`src/rtl/sys_bus_arbiter.sv`:
```
// sys_bus_arbiter: shares the bridge port between m0 (CPU) and m1 (DMA/debug), one access per two cycles
module sys_bus_arbiter #(
    parameter bit          RR_EN   = 1'b1,
    parameter logic [31:0] DM_MAX  = 32'h0000_2fff,
    parameter logic [31:0] DEV_MIN = 32'h0000_7f00,
    parameter logic [31:0] DEV_MAX = 32'h0000_7f23
) (
    input  logic        clk,
    input  logic        rst_n,
    input  logic        m0_req,
    input  logic [31:0] m0_addr,
    input  logic [31:0] m0_wdata,
    input  logic [3:0]  m0_byteen,
    output logic        m0_gnt,
    output logic        m0_rvalid,
    output logic [31:0] m0_rdata,
    output logic        m0_err,
    input  logic        m1_req,
    input  logic [31:0] m1_addr,
    input  logic [31:0] m1_wdata,
    input  logic [3:0]  m1_byteen,
    output logic        m1_gnt,
    output logic        m1_rvalid,
    output logic [31:0] m1_rdata,
    output logic        m1_err,
    output logic [31:0] br_addr,
    output logic [31:0] br_wdata,
    output logic [3:0]  br_byteen,
    input  logic [31:0] br_rdata,
    output logic        busy
);
    localparam logic [1:0] S_IDLE   = 2'd0;
    localparam logic [1:0] S_ACCESS = 2'd1;
    localparam logic [1:0] S_RESP   = 2'd2;

    logic [1:0]  r_state;
    logic        r_owner;
    logic [31:0] r_addr;
    logic [31:0] r_wdata;
    logic [3:0]  r_byteen;
    logic        r_rvalid0;
    logic        r_rvalid1;
    logic [31:0] r_rdata0;
    logic [31:0] r_rdata1;
    logic        r_err0;
    logic        r_err1;

    logic        w_arb;
    logic        w_pick1;
    logic        w_gnt0;
    logic        w_gnt1;
    logic        w_grant;
    logic        w_mapped;

    // Arbitration runs in IDLE and RESP; grants are masked while reset is asserted so outputs stay 0
    assign w_arb    = rst_n && (r_state == S_IDLE || r_state == S_RESP);
    // m1 wins when alone, or on a tie when round-robin is on and m0 owned the last access
    assign w_pick1  = m1_req && (!m0_req || (RR_EN && !r_owner));
    assign w_gnt1   = w_arb && w_pick1;
    assign w_gnt0   = w_arb && m0_req && !w_pick1;
    assign w_grant  = w_gnt0 || w_gnt1;
    assign w_mapped = (r_addr <= DM_MAX) || (r_addr >= DEV_MIN && r_addr <= DEV_MAX);

    assign m0_gnt    = w_gnt0;
    assign m1_gnt    = w_gnt1;
    assign m0_rvalid = r_rvalid0;
    assign m1_rvalid = r_rvalid1;
    assign m0_rdata  = r_rdata0;
    assign m1_rdata  = r_rdata1;
    assign m0_err    = r_err0;
    assign m1_err    = r_err1;
    assign br_addr   = r_addr;
    assign br_wdata  = r_wdata;
    assign br_byteen = (r_state == S_ACCESS && w_mapped) ? r_byteen : 4'h0;
    assign busy      = r_state != S_IDLE;

    // State sequencing: a grant always leads to ACCESS, ACCESS always to RESP, otherwise back to IDLE
    always_ff @(posedge clk or negedge rst_n) begin
        if (!rst_n) begin
            r_state <= S_IDLE;
        end else begin
            r_state <= w_grant ? S_ACCESS : (r_state == S_ACCESS ? S_RESP : S_IDLE);
        end
    end

    // Capture the winner's request fields; the owner doubles as last_owner for round-robin
    always_ff @(posedge clk or negedge rst_n) begin
        if (!rst_n) begin
            r_owner  <= 1'b1;
            r_addr   <= 32'h0;
            r_wdata  <= 32'h0;
            r_byteen <= 4'h0;
        end else if (w_grant) begin
            r_owner  <= w_gnt1;
            r_addr   <= w_gnt1 ? m1_addr : m0_addr;
            r_wdata  <= w_gnt1 ? m1_wdata : m0_wdata;
            r_byteen <= w_gnt1 ? m1_byteen : m0_byteen;
        end
    end

    // Return read data and error to the owner at the end of RESP; rvalid appears the cycle after
    always_ff @(posedge clk or negedge rst_n) begin
        if (!rst_n) begin
            r_rvalid0 <= 1'b0;
            r_rvalid1 <= 1'b0;
            r_rdata0  <= 32'h0;
            r_rdata1  <= 32'h0;
            r_err0    <= 1'b0;
            r_err1    <= 1'b0;
        end else begin
            r_rvalid0 <= r_state == S_RESP && !r_owner;
            r_rvalid1 <= r_state == S_RESP && r_owner;
            if (r_state == S_RESP && !r_owner) begin
                r_rdata0 <= w_mapped ? br_rdata : 32'h0;
                r_err0   <= !w_mapped;
            end
            if (r_state == S_RESP && r_owner) begin
                r_rdata1 <= w_mapped ? br_rdata : 32'h0;
                r_err1   <= !w_mapped;
            end
        end
    end
endmodule

```
`config.mk`:
```
export PLATFORM = sky130hd
export DESIGN_NAME = sys_bus_arbiter
export DESIGN_NICKNAME = d
export VERILOG_FILES = /design/src/rtl/sys_bus_arbiter.sv
export SDC_FILE = /design/constraint.sdc
export NUM_CORES = 1
export LEC_CHECK = 0
export ABC_AREA = 1
export CORE_MARGIN = 5
export CORE_UTILIZATION = 41
export CTS_BUF_LIST = sky130_fd_sc_hd__clkbuf_2
export DETAILED_ROUTE_END_ITERATION = 8
export PLACE_DENSITY = 0.93
export SLEW_MARGIN = 20
export SYNTH_ARGS = -nofsm -noshare
export SYNTH_HDL_FRONTEND = slang
export SYNTH_SLANG_ARGS = --single-unit
export TNS_END_PERCENT = 20
```
`constraint.sdc`:
```
create_clock -name clk -period 1.8 [get_ports clk]
set_input_delay 0.27 -clock clk [delete_from_list [all_inputs] [get_ports clk]]
set_output_delay 0.27 -clock clk [all_outputs]
set_load 0.02 [all_outputs]
```
Word-level counts from Yosys, hierarchy flattened
Cells that the tools add are included.
Cells by class
  order comparisons: 3
  eq/ne operators: 2
  multiplexer cells: 7
  reduce and logical (&&, ||, !) cells: 19
Operators with widths (count)
  $mux W32: 3
  $ge A32 B15 Y1 const B: 1
  $le A32 B14 Y1 const B: 1
  $le A32 B15 Y1 const B: 1
  $logic_and A1 B1 Y1: 9
  $mux W4: 2
  $logic_not A1 Y1: 4
  $logic_or A1 B1 Y1: 4
  $mux W2: 2
  $eq A2 B1 Y1 const B: 1
  $eq A2 B2 Y1 const B: 1
  $logic_not A2 Y1: 1
  $reduce_bool A2 Y1: 1
Storage, ports and cells
  register bits after elaboration: 139
  output and inout port bits: 139
  logic and storage cells: 42

Depth between registers and ports, before layout
  depth in word-level cells: 7
  depth in mapped cells: 10
  gate-level depth less buffers: 9

Least setup slack after synthesis
No wires, ideal clock.
  kind: register -> output
  from: reg r_addr[30], in the netlist br_addr[30]
  to: out br_byteen[0]
  arrival: 1.452 ns
  required time: 1.530 ns
  slack: 0.078 ns
  cell stages (with the launch flop): 9
  buffers on the path: 1
  cells stage by stage: dfrtp_1 nor2_1 nand2_1 nor2_1 nand2_1 nor2_1 buf_4 nand3_1 nor2_1
Between the ends
  longest elaborated chain between the ends: 5
Ends and longest elaborated chain
  from (decl): line 38  | logic [31:0] r_addr;
  from (signal assigned): line 95  | r_addr <= w_gnt1 ? m1_addr : m0_addr;
  $ge A32 B15 Y1 or $le A32 B15 Y1 (tied branches): line 62  | assign w_mapped = (r_addr <= DM_MAX) || (r_addr >= DEV_MIN && r_addr <= DEV_MAX);
  $logic_and A1 B1 Y1: line 62
  $logic_or A1 B1 Y1 (*): line 62
  $logic_and A1 B1 Y1 (*): line 74  | assign br_byteen = (r_state == S_ACCESS && w_mapped) ? r_byteen : 4'h0;
  $mux W4 (*): line 74
  to (decl): line 28  | output logic [3:0] br_byteen,
Mark *: on every way between the ends. The rest lies on a longest branch, timed or not.

Worst setup path after layout
  from: reg r_addr[19], in the netlist br_addr[19]
  to: out br_byteen[1]
Same word-level chain as after synthesis.

==> flow_results.xml <==
<?xml version="1.0" encoding="UTF-8"?>
<metrics>
  <group name="cts">
    <metric name="clk_transition_reported_paths" unit="ns">0.21</metric>
    <metric name="htree_num_levels" unit="">4</metric>
    <metric name="worst_skew_late_latency" unit="ns">0.69</metric>
    <metric name="cts.root.buffer_cell" unit="">sky130_fd_sc_hd__clkbuf_2</metric>
    <metric name="numCtsBuffers" unit="">17</metric>
    <metric name="cts.sink_count" unit="">139</metric>
    <metric name="cts-root-to-sink-buffers" unit="">2</metric>
    <metric name="tritoncts" unit="">built</metric>
  </group>
  <group name="floorplanning">
    <metric name="ios" unit="">311</metric>
    <metric name="floorplan.rows" unit="">44</metric>
    <metric name="core_region_area" unit="mm^2">0.0145</metric>
    <metric name="initial_utilization" unit="%">41.5</metric>
    <metric name="die_area" unit="mm^2">0.0172</metric>
    <metric name="die-width" unit="um">131</metric>
    <metric name="die_h" unit="um">131</metric>
  </group>
  <group name="power">
    <metric name="cellPowerDensity" unit="mW/mm^2">1080</metric>
    <metric name="leakagePower" unit="nW">4.90</metric>
    <metric name="power.ir.vdd_worst" unit="uV">557</metric>
  </group>
  <group name="detailed_routing">
    <metric name="total_via_count_after_detailed_routing" unit="">6503</metric>
    <metric name="avgRoutedWirePerCell" unit="um">18.2</metric>
    <metric name="vias_per_cell" unit="">5.27</metric>
    <metric name="drt_drc_violations_left" unit="">0</metric>
    <metric name="routed_wl" unit="um">22500</metric>
    <metric name="drt_iter0_drc" unit="">437</metric>
    <metric name="tritonroute_pass_1_iters" unit="">6</metric>
    <metric name="drtAntennaViolNets" unit="">0</metric>
  </group>
  <group name="logic_synthesis">
    <metric name="postSynthRegisterBits" unit="">139</metric>
    <metric name="syn_area_per_cell" unit="um^2">8.77</metric>
    <metric name="ys_warn_count" unit="">0</metric>
    <metric name="yosys.area_share.xor_xnor" unit="%">0</metric>
    <metric name="synth_compound_area_share" unit="%">10.1</metric>
    <metric name="synth.mux.area_fraction" unit="%">0</metric>
    <metric name="syn_area" unit="mm^2">0.00601</metric>
    <metric name="ys_seq_area_share" unit="%">57.9</metric>
    <metric name="yosys_most_used_dff" unit="">sky130_fd_sc_hd__dfrtp_1</metric>
    <metric name="synth_fa_ha_area_share" unit="%">0</metric>
    <metric name="basic_gate_share_of_the_synthesized_area_counting_and_or_nand_and_nor_cells" unit="%">26.0</metric>
    <metric name="syn-instance-count" unit="">685</metric>
    <metric name="syn-num-nets" unit="">857</metric>
    <metric name="largest_family_of_logic_cells_by_synthesized_area" unit="">simple AND/OR/NAND/NOR gates</metric>
    <metric name="synth_edf_count" unit="">0</metric>
    <metric name="yosys.cell_types.count" unit="">21</metric>
    <metric name="async_flop_share" unit="%">100</metric>
  </group>
  <group name="critical_path">
    <metric name="worst_r2r_startpoint" unit="">br_addr[19]</metric>
    <metric name="cp_max_fo" unit="">4</metric>
    <metric name="cell_seen_most_often_among_critical_path_stages" unit="">sky130_fd_sc_hd__nor2_2</metric>
    <metric name="path_buf_inv" unit="">2</metric>
    <metric name="worst-endpoint-required" unit="ns">1.53</metric>
    <metric name="path_cells" unit="">inv_1 -&gt; nand3_2 -&gt; nor2_2 -&gt; nand2_1 -&gt; nor2_4 -&gt; nand3_4 -&gt; nor2_2 -&gt; buf_6</metric>
    <metric name="regToRegEndpoint" unit="">m1_rdata[28]</metric>
    <metric name="timing_worst_setup_path_type" unit="">flop to primary output</metric>
    <metric name="start_kind" unit="">flop</metric>
    <metric name="critical_path.top_delay_family" unit="">simple AND/OR/NAND/NOR gates</metric>
    <metric name="r2r_slack" unit="ns">0.11</metric>
    <metric name="cpPeakStageDelay" unit="ns">0.44</metric>
    <metric name="worst_r2r_path_depth" unit="">9</metric>
    <metric name="critPathArrivalTime" unit="ns">2.02</metric>
    <metric name="timing.critical_path.to_type" unit="">primary output</metric>
    <metric name="crit_path_top_delay_cell" unit="">sky130_fd_sc_hd__dfrtp_1</metric>
  </group>
  <group name="timing">
    <metric name="final-max-slew-violation-count" unit="">0</metric>
    <metric name="post_route_worst_setup_slack" unit="ns">-0.494</metric>
    <metric name="hold-worst-slack" unit="ns">0.148</metric>
    <metric name="post-route-min-period" unit="ns">2.29</metric>
    <metric name="hold_violations" unit="">0</metric>
    <metric name="fin_worst_skew" unit="ns">0.0314</metric>
    <metric name="layout_worst_path_cycle_share" unit="%">127</metric>
    <metric name="setup_violations" unit="">8</metric>
    <metric name="timing.max_slew.rel_slack" unit="%">49.5</metric>
    <metric name="rsz0062_at_grt" unit="">yes</metric>
    <metric name="least_margin_pin_slew" unit="ns">0.758</metric>
    <metric name="fmax" unit="MHz">436</metric>
    <metric name="setup_total_negative_slack" unit="ns">-2.17</metric>
  </group>
  <group name="placement">
    <metric name="dp_hpwl" unit="um">16300</metric>
    <metric name="port_buffers" unit="">310</metric>
    <metric name="place.detailed.instances" unit="">1183</metric>
    <metric name="placed_instance_area" unit="mm^2">0.00957</metric>
    <metric name="gpl.final_weighted_congestion" unit="">0.868</metric>
  </group>
  <group name="global_routing">
    <metric name="maximum_number_of_pins_on_one_net_before_global_route_repair" unit="">140</metric>
    <metric name="grt_remaining_overflow" unit="">0</metric>
    <metric name="antenna_found_initial" unit="">2</metric>
    <metric name="grt_util_all_layers" unit="%">25.6</metric>
    <metric name="global_route_wire_length_before_repair" unit="um">33700</metric>
    <metric name="vias_in_the_first_global_route" unit="">6700</metric>
  </group>
  <group name="status">
    <metric name="violations_in_the_final_reports" unit="">setup timing</metric>
    <metric name="outcome" unit="">finished with violations</metric>
  </group>
  <group name="min_path">
    <metric name="hp-start" unit="">m1_wdata[7]</metric>
    <metric name="hp-class" unit="">input port to flop</metric>
    <metric name="hold-path-endpoint" unit="">br_wdata[7]</metric>
    <metric name="hold_path_depth" unit="">3</metric>
  </group>
  <group name="job">
    <metric name="cap_violations" unit="">0</metric>
  </group>
  <group name="final_layout">
    <metric name="syn_to_final_growth" unit="%">65.0</metric>
    <metric name="nets" unit="">1208</metric>
    <metric name="layout.cell_area.non_filler" unit="mm^2">0.00991</metric>
    <metric name="mostFrequentLayoutCells" unit="">178 x sky130_fd_sc_hd__nand2_1, 170 x sky130_fd_sc_hd__clkdlybuf4s50_1, 138 x sky130_fd_sc_hd__dfrtp_1</metric>
    <metric name="most_common_cell_after_layout_fill_and_taps_aside" unit="">sky130_fd_sc_hd__nand2_1</metric>
    <metric name="post_route_cells_drive_above_1_share" unit="%">16.4</metric>
    <metric name="stdcell_count" unit="">1235</metric>
  </group>
</metrics>
-- how the worst max path moves through the flow --
stage	slack (ns)	endpoint	depth (start not counted)	startpoint
floorplan	0.08	br_byteen[0]	8	br_addr[30]
global placement	-0.40	br_byteen[3]	6	br_addr[24]
detailed placement	-0.42	br_wdata[23]	9	m0_req
CTS	-0.59	br_byteen[1]	8	br_addr[15]
global route	-0.68	br_byteen[1]	8	br_addr[19]
finish	-0.49	br_byteen[1]	8	br_addr[19]
-- state kept, by name, indices dropped and copies added, names as in the netlist, 2 cells and up --
name / flops
br_wdata: 32
br_addr: 32
m1_rdata: 32
m0_rdata: 32
r_state: 2
r_byteen: 4
-- worst register-to-register path, cell delays in order (launching register included) --
cell	delay (ns)
sky130_fd_sc_hd__dfrtp_1	0.44
sky130_fd_sc_hd__inv_1	0.10
sky130_fd_sc_hd__nand3_2	0.08
sky130_fd_sc_hd__nor2_2	0.08
sky130_fd_sc_hd__nand2_1	0.09
sky130_fd_sc_hd__nor2_4	0.12
sky130_fd_sc_hd__buf_4	0.13
sky130_fd_sc_hd__buf_12	0.24
sky130_fd_sc_hd__nand4_1	0.25
sky130_fd_sc_hd__nand2_1	0.10
-- cells in the mapped netlist (all sizes together), types with 2 or more instances --
| cell type | n | share of area, % |
|---|---|---|
| nand2 | 185 | 12 |
| dfrtp | 138 | 57 |
| nor2 | 100 | 6.4 |
| o21ai | 69 | 5.7 |
| nand4 | 65 | 6.8 |
| buf | 39 | 3.6 |
| o22ai | 36 | 3.7 |
| inv | 26 | 1.7 |
| clkbuf | 11 | 0.69 |
| a21oi | 7 | 0.58 |
| nand3 | 5 | 0.42 |
| nor3 | 2 | 0.33 |
-- metal layers --
metal / track usage, % / share of wire [%] / vias to the layer above
met2: 43.0 / 50 / 334
met5: 0 / 0.058 / -
met4: 15.2 / 4.8 / 2
met1: 27.8 / 35 / 3086
li1: - / - / 3008
met3: 8.87 / 9.8 / 73
-- cell type report --
| type | instances | area [um^2] |
|---|---|---|
| Clock buffer | 21 | 105 |
| Multi-Input combinational cell | 470 | 2240 |
| Sequential cell | 139 | 3480 |
| Fill cell | 1068 | 4570 |
| Tap cell | 184 | 230 |
| Inverter | 26 | 108 |
| Timing Repair Buffer | 382 | 3640 |
| Clock inverter | 11 | 103 |
| Antenna cell | 2 | 5.00 |
-- report_power, final --
part	switching (W)	internal (W)
Combinational	0.00265	0.00209
Clock	0.00109	0.000633
Sequential	0.000425	0.00385
Total	0.00417	0.00658
-- repair_timing --
action | 4_1_cts | 5_1_grt
hold endpoints to repair | 139 | 0
gates resized for setup | 297 | 92
hold buffers | 1 | 0
buffers inserted | 13 | 11
endpoints found under the setup margin | 205 | 188
pin swaps | 9 | 7
-- stage by stage --
step,setup WS [ns],util (%),power (W)
2_1_floorplan,0.0781,-,0.00636
3_3_place_gp,-0.397,66.1,0.00902
3_5_place_dp,-0.425,66.1,0.00915
4_1_cts,-0.586,67.1,0.0105
5_1_grt,-0.676,68.4,0.0114
6_report,-0.494,68.4,0.0107
-- cell families (layout without fill, tap and decap cells) --
group / count (synthesis) / in the layout
and+or+nand+nor: 358 / 358
DFF: 139 / 139
AOI/OAI and AO/OA: 112 / 112
buffers and inverters: 76 / 440
other: 0 / 2
Note: power is estimated with default switching activity, not from simulation.
